$ cat config.mk
export PLATFORM = sky130hd
export DESIGN_NAME = multicycle_ctrl
export DESIGN_NICKNAME = d
export VERILOG_FILES = /design/src/rtl/mc_pkg.sv /design/src/rtl/multicycle_ctrl_cond.sv /design/src/rtl/multicycle_ctrl.sv
export SDC_FILE = /design/constraint.sdc
export NUM_CORES = 1
export LEC_CHECK = 0
export BUFFER_PORTS_ARGS = -buffer_cell sky130_fd_sc_hd__buf_2
export CAP_MARGIN = 30
export CELL_PAD_IN_SITES_DETAIL_PLACEMENT = 1
export CELL_PAD_IN_SITES_GLOBAL_PLACEMENT = 1
export CORE_ASPECT_RATIO = 1.2
export CORE_MARGIN = 2
export CORE_UTILIZATION = 30
export CTS_BUF_LIST = sky130_fd_sc_hd__clkbuf_8
export CTS_CLUSTER_DIAMETER = 100
export CTS_CLUSTER_SIZE = 8
export DETAILED_ROUTE_END_ITERATION = 10
export HOLD_SLACK_MARGIN = 0.06
export PLACE_DENSITY_LB_ADDON = 0.1
export RECOVER_POWER = 25
export SLEW_MARGIN = 20
export SYNTH_ARGS = -nofsm -noshare
export SYNTH_HDL_FRONTEND = slang
export SYNTH_SLANG_ARGS = --single-unit
$ cat constraint.sdc
create_clock -name clk -period 3.4 [get_ports clk]
set_clock_uncertainty 0.2 [all_clocks]
set_input_delay 0.51 -clock clk [delete_from_list [all_inputs] [get_ports clk]]
set_output_delay 0.51 -clock clk [all_outputs]
set_load 0.005 [all_outputs]
$ cat src/rtl/mc_pkg.sv
// Shared types and encodings for the multicycle control unit.
// States, ALU op codes, condition codes and datapath select encodings.
package mc_pkg;

  typedef enum logic [3:0] {
    S_FETCH,
    S_DECODE,
    S_MEMADR,
    S_MEMRD,
    S_MEMWB,
    S_MEMWR,
    S_EXECR,
    S_EXECI,
    S_ALUWB,
    S_BRANCH
`ifdef MC_MUL_EN
    , S_MULX
`endif
  } state_e;

  localparam logic [2:0] ALU_ADD = 3'd0;
  localparam logic [2:0] ALU_SUB = 3'd1;
  localparam logic [2:0] ALU_AND = 3'd2;
  localparam logic [2:0] ALU_ORR = 3'd3;
  localparam logic [2:0] ALU_EOR = 3'd4;
  localparam logic [2:0] ALU_MUL = 3'd5;

  localparam logic [3:0] C_EQ = 4'h0;
  localparam logic [3:0] C_NE = 4'h1;
  localparam logic [3:0] C_CS = 4'h2;
  localparam logic [3:0] C_CC = 4'h3;
  localparam logic [3:0] C_MI = 4'h4;
  localparam logic [3:0] C_PL = 4'h5;
  localparam logic [3:0] C_VS = 4'h6;
  localparam logic [3:0] C_VC = 4'h7;
  localparam logic [3:0] C_HI = 4'h8;
  localparam logic [3:0] C_LS = 4'h9;
  localparam logic [3:0] C_GE = 4'hA;
  localparam logic [3:0] C_LT = 4'hB;
  localparam logic [3:0] C_GT = 4'hC;
  localparam logic [3:0] C_LE = 4'hD;
  localparam logic [3:0] C_AL = 4'hE;

  localparam logic [1:0] RS_ALUOUT = 2'b00;
  localparam logic [1:0] RS_DATA   = 2'b01;
  localparam logic [1:0] RS_ALURES = 2'b10;

  localparam logic [1:0] SB_RD2  = 2'b00;
  localparam logic [1:0] SB_IMM  = 2'b01;
  localparam logic [1:0] SB_FOUR = 2'b10;

  localparam logic [1:0] OP_DP  = 2'b00;
  localparam logic [1:0] OP_MEM = 2'b01;
  localparam logic [1:0] OP_BR  = 2'b10;

  // Map the data-processing cmd field to an ALU op; unknown -> ADD.
  function automatic logic [2:0] alu_dec(input logic [3:0] cmd);
    case (cmd)
      4'b0100: alu_dec = ALU_ADD;
      4'b0010: alu_dec = ALU_SUB;
      4'b0000: alu_dec = ALU_AND;
      4'b1100: alu_dec = ALU_ORR;
      4'b0001: alu_dec = ALU_EOR;
      4'b1010: alu_dec = ALU_SUB;
      4'b1000: alu_dec = ALU_AND;
      default: alu_dec = ALU_ADD;
    endcase
  endfunction

endpackage

$ cat src/rtl/multicycle_ctrl_cond.sv
// Condition check: evaluates an ARM condition field against NZCV.
// Purely combinational.
module cond_check
  import mc_pkg::*;
(
  input  logic [3:0] Cond,
  input  logic [3:0] NZCV,
  output logic       CondEx
);

  logic n, z, c, v;
  assign {n, z, c, v} = NZCV;

  // Condition decode; AL and the 1111 encoding both pass.
  always_comb begin
    case (Cond)
      C_EQ:    CondEx = z;
      C_NE:    CondEx = ~z;
      C_CS:    CondEx = c;
      C_CC:    CondEx = ~c;
      C_MI:    CondEx = n;
      C_PL:    CondEx = ~n;
      C_VS:    CondEx = v;
      C_VC:    CondEx = ~v;
      C_HI:    CondEx = c & ~z;
      C_LS:    CondEx = ~c | z;
      C_GE:    CondEx = (n == v);
      C_LT:    CondEx = (n != v);
      C_GT:    CondEx = ~z & (n == v);
      C_LE:    CondEx = z | (n != v);
      default: CondEx = 1'b1;
    endcase
  end

endmodule

$ cat src/rtl/multicycle_ctrl.sv
// Multicycle ARM-subset control FSM with NZCV flags and condition check.
// Optional multiply path enabled by defining MC_MUL_EN.
module multicycle_ctrl
  import mc_pkg::*;
#(
  parameter int         ACW         = 3,
  parameter logic [3:0] FLAGS_RESET = 4'b0000
) (
  input  logic            clk,
  input  logic            reset,
  input  logic [31:0]     Instr,
  input  logic [3:0]      ALUFlags,
  output logic            PCWrite,
  output logic            AdrSrc,
  output logic            IRWrite,
  output logic            MemWrite,
  output logic            RegWrite,
  output logic [1:0]      ResultSrc,
  output logic            ALUSrcA,
  output logic [1:0]      ALUSrcB,
  output logic [1:0]      ImmSrc,
  output logic [1:0]      RegSrc,
  output logic [ACW-1:0]  ALUControl,
  output logic [3:0]      Flags,
  output logic            Undef
);

  logic [3:0] cond;
  logic [1:0] op;
  logic [5:0] funct;
  logic [3:0] rd;
  assign cond  = Instr[31:28];
  assign op    = Instr[27:26];
  assign funct = Instr[25:20];
  assign rd    = Instr[15:12];

  logic unused_bits;
  assign unused_bits = ^{Instr[19:16], Instr[11:0]};

  state_e     state_q, state_d;
  logic       condex_q, condex;
  logic [3:0] flags_q, flags_d;
  logic [2:0] dp_op, alu_op;
  logic       rd15, is_mul, cv_upd;
  logic       pcw, irw, mw, rw;

  assign dp_op  = alu_dec(funct[4:1]);
  assign rd15   = (rd == 4'hF);
  assign cv_upd = (dp_op == ALU_ADD) | (dp_op == ALU_SUB);

`ifdef MC_MUL_EN
  assign is_mul = (op == OP_DP) & (funct[5:1] == 5'b0)
                & (Instr[7:4] == 4'b1001);
`else
  assign is_mul = 1'b0;
`endif

  cond_check u_cond (
    .Cond   (cond),
    .NZCV   (flags_q),
    .CondEx (condex)
  );

  // Next-state sequencing over the instruction class.
  always_comb begin
    state_d = state_q;
    unique case (state_q)
      S_FETCH:  state_d = S_DECODE;
      S_DECODE: begin
        unique case (op)
          OP_MEM:  state_d = S_MEMADR;
          OP_DP:   state_d = funct[5] ? S_EXECI : S_EXECR;
          OP_BR:   state_d = S_BRANCH;
          default: state_d = S_FETCH;
        endcase
      end
      S_MEMADR: state_d = funct[0] ? S_MEMRD : S_MEMWR;
      S_MEMRD:  state_d = S_MEMWB;
      S_EXECR,
      S_EXECI: begin
        if (funct[4:3] == 2'b10) state_d = S_FETCH;
        else                     state_d = S_ALUWB;
`ifdef MC_MUL_EN
        if (state_q == S_EXECR && is_mul) state_d = S_MULX;
`endif
      end
`ifdef MC_MUL_EN
      S_MULX:   state_d = S_ALUWB;
`endif
      default:  state_d = S_FETCH;
    endcase
  end

  // Flags update at the end of an execute state when S and condition hold.
  always_comb begin
    flags_d = flags_q;
    if (condex_q && funct[0]) begin
      if ((state_q == S_EXECR && !is_mul) || state_q == S_EXECI) begin
        flags_d[3:2] = ALUFlags[3:2];
        if (cv_upd) flags_d[1:0] = ALUFlags[1:0];
      end
`ifdef MC_MUL_EN
      if (state_q == S_MULX) flags_d[3:2] = ALUFlags[3:2];
`endif
    end
  end

  // State, latched condition result and NZCV register.
  always_ff @(posedge clk or posedge reset) begin
    if (reset) begin
      state_q  <= S_FETCH;
      condex_q <= 1'b0;
      flags_q  <= FLAGS_RESET;
    end else begin
      state_q <= state_d;
      flags_q <= flags_d;
      if (state_q == S_DECODE) condex_q <= condex;
    end
  end

  // Moore decode of datapath controls from the current state.
  always_comb begin
    pcw       = 1'b0;
    irw       = 1'b0;
    mw        = 1'b0;
    rw        = 1'b0;
    AdrSrc    = 1'b0;
    ResultSrc = RS_ALUOUT;
    ALUSrcA   = 1'b0;
    ALUSrcB   = SB_RD2;
    alu_op    = ALU_ADD;
    unique case (state_q)
      S_FETCH: begin
        irw       = 1'b1;
        pcw       = 1'b1;
        ResultSrc = RS_ALURES;
        ALUSrcA   = 1'b1;
        ALUSrcB   = SB_FOUR;
      end
      S_DECODE: begin
        ALUSrcA = 1'b1;
        ALUSrcB = SB_FOUR;
      end
      S_MEMADR: ALUSrcB = SB_IMM;
      S_MEMRD:  AdrSrc  = 1'b1;
      S_MEMWB: begin
        ResultSrc = RS_DATA;
        rw        = condex_q & ~rd15;
        pcw       = condex_q & rd15;
      end
      S_MEMWR: begin
        AdrSrc = 1'b1;
        mw     = condex_q;
      end
      S_EXECR: alu_op = dp_op;
      S_EXECI: begin
        ALUSrcB = SB_IMM;
        alu_op  = dp_op;
      end
      S_ALUWB: begin
        rw  = condex_q & ~rd15;
        pcw = condex_q & rd15;
      end
      S_BRANCH: begin
        ALUSrcB   = SB_IMM;
        ResultSrc = RS_ALURES;
        pcw       = condex_q;
      end
`ifdef MC_MUL_EN
      S_MULX: alu_op = ALU_MUL;
`endif
      default: ;
    endcase
  end

  // Write enables are held off for as long as reset is asserted.
  assign PCWrite    = pcw & ~reset;
  assign IRWrite    = irw & ~reset;
  assign MemWrite   = mw & ~reset;
  assign RegWrite   = rw & ~reset;
  assign ALUControl = ACW'(alu_op);
  assign ImmSrc     = op;
  assign RegSrc     = {(op == OP_MEM) & ~funct[0], op == OP_BR};
  assign Flags      = flags_q;
  assign Undef      = (state_q == S_DECODE) & (op == 2'b11);

endmodule

==> flow_summary.ini, run 1 <==
[route]
drc = 0
firstDrtPassIters = 3
post_drt_via_cell_ratio = 5.30
route.vias.total = 917
highest_layer = met4
wl_met1_um = 1010
wl_met2_um = 1210
initialDrtViolationCount = 9
totalWireLength_um = 2350
antenna_left = 0
detailroute.wirelength.met3_um = 120
drt-wirelength-per-cell_um = 13.6

[clock_tree]
tritoncts_clock_tree = built
post_cts_hold_buffer_count = 0
post_cts_resize_count = 0
cts_post_setup_buffers_inserted = 0
worst_setup_hold_path_clk_slew_ns = 0.04
clock_tree.root_cell = clkbuf_8
cts-root-to-sink-buffers = 2
htree_depth = 1
clk_latency_ns = 0.23
cts_sinks = 9
cts-buffers-inserted = 3

[die]
die_outline_area_um2 = 3170
initial_core_util_pct = 31.8
placementRows = 20
floorplan.die.height_um = 61.3
core_um2 = 2580
die_width_um = 51.8
num_io_pins = 60

[power]
proportion_of_power_drawn_by_combinational_gates_pct = 48.8
cell_internal_pwr_uw = 419
vdd.ir_drop.worst_v = 0.000297
p_sw_uw = 313
switching_share_pct = 42.8
power_frac_clock_pct = 16.4
share_seq_of_total_power_pct = 34.9
powerDensity_nw_per_um2 = 675
leakage_uw = 0.000523

[cells_and_area]
final_layout_size_suffix_gt1_share_pct = 38.6
area_grow_syn2layout_pct = 32.2
instances_no_fill = 173
final_net_count = 179
layout.core_utilization_pct = 42.1
antenna_cells_inserted = 0

[synthesis]
ys.flop_type = dfrtp_1
post_synth_instance_area_um2 = 821
synth.yosys.seq_area_share_pct = 27.4
post_synth.cell_area_avg_um2 = 8.21
synth_edf_count = 0
synthCells = 100
postSynthRegisterBits = 9
mappedNetlistNets = 138
warnings_from_yosys = 0
yosys.cell_types.count = 37
asyncSetResetFlopFracSynth_pct = 100

[place]
port_buffers = 43
worst_case_setup_slack_after_placement_ns = 1.32
gp_congestion = 0.733
half_perimeter_wire_length_of_the_detailed_placement_result_um = 1890
dp_cells = 169

[global_route]
grt_usage_pct = 16.0
globalRouteOverflowTotal = 0
grt_first_pass_wirelength_um = 3860
antenna_violations_before_repair = 0
first_global_vias = 895
largest_net_degree_at_the_start_of_global_routing = 18

[worst_setup_path]
critPathCaptureType = primary output
arrival_ns = 1.58
cp-start-kind = register
cp-startpoint = state_q[1]$_DFF_PP0_
worst-setup-path-type = register to primary output
regToRegStartpoint = Flags[2]$_DFFE_PP0P_
required_time_of_the_critical_path_ns = 2.69
critical_path_peak_fanout = 17

[timing]
relSlewSlack_pct = 65.6
fin_setup_tns_ns = 0
post-route-worst-setup-slack_ns = 1.11
drv_slew = 0
final_min_period_over_clock_period_pct = 67.4
finalCriticalPeriod_ns = 2.29
hold-worst-slack_ns = 0.0845
grt_setup_unrepaired = false
final_report_hold_violation_count = 0
timing_worst_slew_pin_value_ns = 0.516
max_clock_freq_mhz = 436
report.final.setup_viol = 0

[status]
status = finished, final reports clean

[job]
timing.max_cap.violations = 0

[worst_hold_path]
hold_class = primary input to asynchronous set/reset pin
metal layers:
| metal | global-route usage, % | up-vias |
|---|---|---|
| met3 | 2.18 | 2 |
| met2 | 29.9 | 26 |
| met1 | 18.9 | 441 |
| met5 | 0 | - |
| li1 | - | 448 |
| met4 | 5.64 | 0 |
cell families after synthesis:
family	after synthesis	share of synthesized area, %
AO/OA/AOI/OAI	22	19.8
XOR/XNOR	4	4.27
buffers and inverters	9	5.34
flip-flops	9	27.4
multiplexers	6	9.60
AND/OR/NAND/NOR	50	33.5
layout make-up:
cell class                 count  area [um2]
multi-input combinational     82         552
clock buffer                   3        41.3
timing repair buffer          43         214
inverter                       2        7.51
sequential                     9         225
clock inverter                 1        3.75
fill                         344        1490
tap                           33        41.3
worst max-delay path, stage by stage (launching register included):
cell     delay (ns)
dfrtp_1        0.56
nor3_1         0.28
and2_1         0.24
and3_1         0.17
buf_2          0.10
cells in the final DEF (no fill, tap or decap), types with 2 or more instances in the layout:
cell / n
xor2_1: 2
mux2_2: 5
dfrtp_1: 9
o31ai_1: 2
nand2_1: 8
inv_1: 3
clkbuf_8: 3
nor4b_1: 2
nor2b_1: 4
a211oi_1: 3
nor3b_1: 2
nor3_1: 8
buf_2: 42
nand2b_1: 7
nor2_1: 8
xnor2_1: 2
o21ai_0: 3
a21oi_1: 4
and2_1: 3
o32ai_1: 2
a31oi_1: 2
path summary, 6_finish.rpt:
kind	endpoint	slack [ns]	cells past startpoint
worst max register to register	condex_q$_DFFE_PP0P_	1.57	4
worst max-delay path	Undef	1.11	4
max in group asynchronous	Flags[1]$_DFFE_PP0P_	2.66	2
min in group clk	Flags[3]$_DFFE_PP0P_	0.31	2
worst min-delay path	state_q[2]$_DFF_PP0_	0.08	2
worst min register to register	Flags[1]$_DFFE_PP0P_	0.39	1
metrics by stage:
| step | total power (uW) | instance area [um2] |
|---|---|---|
| after floorplan | 477 | 821 |
| after global placement | 606 | 1040 |
| after detailed placement | 619 | 1040 |
| after CTS | 742 | 1090 |
| after global routing | 808 | 1080 |
| final | 732 | 1080 |
power by group through the flow:
stage / combinational, uW / sequential [uW] / clock [uW]
2_1_floorplan: 288 / 189 / 0
3_3_place_gp: 353 / 254 / 0
3_5_place_dp: 362 / 257 / 0
4_1_cts: 364 / 255 / 123
5_1_grt: 409 / 269 / 130
6_report: 357 / 255 / 120
synthesized netlist by cell type, types with 2 or more instances:
cell | count | area share [%]
and2_1 | 3 | 2.3
o31ai_1 | 2 | 1.8
nor2b_1 | 4 | 3.0
nor2_1 | 8 | 3.7
dfrtp_1 | 9 | 27
clkbuf_1 | 3 | 1.4
nand2_1 | 8 | 3.7
a31oi_1 | 2 | 1.5
inv_1 | 2 | 0.91
nor4b_1 | 2 | 2.1
a21oi_1 | 4 | 2.4
buf_4 | 2 | 1.8
a211oi_1 | 3 | 2.7
nor3_1 | 8 | 4.9
nand2b_1 | 7 | 5.3
buf_2 | 2 | 1.2
xor2_1 | 2 | 2.1
o21ai_0 | 3 | 1.8
o32ai_1 | 2 | 2.1
mux2_2 | 5 | 6.9
nor3b_1 | 2 | 1.8
xnor2_1 | 2 | 2.1
flip-flops by register name, indices dropped and copies added (netlist names):
register / flops
condex_q: 1
state_q: 4
Flags: 4
Note: power is estimated with default switching activity, not from simulation.
==> run 2, diff against run 1 <==
CORE_UTILIZATION = 28   (was 30)
clock period = 2.35 ns   (was 3.4 ns; I/O delays follow)
==> run 2 against run 1 <==
  * Register-to-register slack worse by 1.1 ns
  * Sequential cell count stayed put
  * Clock-buffer cell count unchanged
  * Total power grew 45%
  * Combinational power grew 45%
  * Sequential power increased by 46%
  * Critical path depth fell by 1
  * Clock power is 42% higher
  * Final cell count is 1.2% higher
==> flow_summary.ini, run 2 (synthesized netlist as in run 1, its figures left out) <==
[place]
gp_congestion = 0.663
dp_cells = 170
half_perimeter_wire_length_of_the_detailed_placement_result_um = 1940
port_buffers = 43
detailed_place.area_um2 = 1040

[timing]
fin_setup_tns_ns = 0
grt_setup_unrepaired = false
report.final.setup_viol = 0
finalCriticalPeriod_ns = 2.16
timing_worst_slew_pin_value_ns = 0.531
max_clock_freq_mhz = 463
final_report_hold_violation_count = 0
relSlewSlack_pct = 64.6
final_min_period_over_clock_period_pct = 91.9
drv_slew = 0

[worst_setup_path]
timing.rr.end = condex_q$_DFFE_PP0P_
critical_path_peak_fanout = 17
regToRegStartpoint = Flags[2]$_DFFE_PP0P_
critPathCaptureType = primary output
arrival_ns = 1.61
ff2ff_path_depth = 4
reg2reg_setup_slack_ns = 0.49
required_time_of_the_critical_path_ns = 1.80
worst-setup-path-type = register to primary output
cp-start-kind = register

[global_route]
grt_first_pass_wirelength_um = 4080
antenna_violations_before_repair = 0
first_global_vias = 932
largest_net_degree_at_the_start_of_global_routing = 18
grt_usage_pct = 15.7
globalRouteOverflowTotal = 0

[die]
die_width_um = 53.4
num_io_pins = 60
floorplan.die.height_um = 63.3
die_outline_area_um2 = 3380
initial_core_util_pct = 29.5
core_um2 = 2790
placementRows = 21

[clock_tree]
cts_sinks = 9
cts-root-to-sink-buffers = 2
tritoncts_clock_tree = built
clk_latency_ns = 0.23
htree_depth = 1
clock_tree.root_cell = clkbuf_8
cts-buffers-inserted = 3
worst_setup_hold_path_clk_slew_ns = 0.04
post_cts_resize_count = 0

[cells_and_area]
final_common_cell = buf_2
final_layout_size_suffix_gt1_share_pct = 36.9
area_grow_syn2layout_pct = 33.2
antenna_cells_inserted = 0
layout.cell_area.non_filler_um2 = 1090
final_cell_mix = 40 x buf_2, 9 x dfrtp_1, 8 x nor3_1, 8 x nand2_1, 8 x nor2_1
instances_no_fill = 175
final_net_count = 180

[worst_hold_path]
hold_start = ALUFlags[2]
hold_class = primary input to register
worstHoldEndpoint = Flags[2]$_DFFE_PP0P_
hold_depth = 2

[job]
timing.max_cap.violations = 0

[route]
route.vias.total = 911
post_drt_via_cell_ratio = 5.21
initialDrtViolationCount = 12
drc = 0
drt-wirelength-per-cell_um = 13.5
totalWireLength_um = 2370
antenna_left = 0
firstDrtPassIters = 4

[power]
vdd.ir_drop.worst_v = 0.000434
powerDensity_nw_per_um2 = 969
leakage_uw = 0.000522

[status]
status = finished, final reports clean
-- run 2: critical path: stages (launching register included) --
cell     delay (ns)
dfrtp_1        0.67
nand2_1        0.23
nor4b_1        0.31
buf_2          0.17
-- run 2: routing by layer --
layer  wire [um]  GRT usage (%)
met5           0              0
met4          19           5.45
met3         101           2.37
met2        1250           27.2
met1         995           19.2
-- run 2: worst max path at each step --
stage,start,end,slack [ns],cells past startpoint
6_report,state_q[1]$_DFF_PP0_,ALUControl[1],0.19,3
5_1_grt,state_q[1]$_DFF_PP0_,ALUControl[1],0.007,3
4_1_cts,state_q[1]$_DFF_PP0_,ALUControl[1],0.17,3
3_5_place_dp,state_q[1]$_DFF_PP0_,ALUControl[1],0.42,3
3_3_place_gp,Instr[29],condex_q$_DFFE_PP0P_,0.43,5
2_1_floorplan,Flags[0]$_DFFE_PP0P_,condex_q$_DFFE_PP0P_,0.63,4
-- run 2: where the power goes --
group          switching (uW)  total [uW]  internal (uW)
clock network            57.0         170            113
registers                 154         372            218
logic                     242         518            275
-- run 2: cell type report --
type                       count  area [um2]
clock buffer                   3        41.3
clock inverter                 1        3.75
fill                         356        1690
inverter                       2        7.51
multi-input combinational     82         552
sequential                     9         225
tap                           34        42.5
timing repair buffer          44         221
-- run 2: per-stage QoR --
stage / hold slack, ns / setup WS [ns] / total power (uW) / util, %
6_report: 0.157 / 0.191 / 1060 / 39.3
2_1_floorplan: -0.0196 / 0.630 / 690 / -
5_1_grt: 0.162 / 0.00713 / 1160 / 39.3
3_5_place_dp: 0.163 / 0.424 / 902 / 37.4
3_3_place_gp: 0.154 / 0.428 / 880 / 37.4
4_1_cts: 0.153 / 0.171 / 1080 / 39.4
-- run 2: what timing repair did --
| action | CTS | global route |
|---|---|---|
| endpoints found under the setup margin | 0 | 0 |
| endpoints found under the hold margin | 9 | 0 |
| buffers inserted | 0 | 0 |
| hold buffers | 1 | 0 |
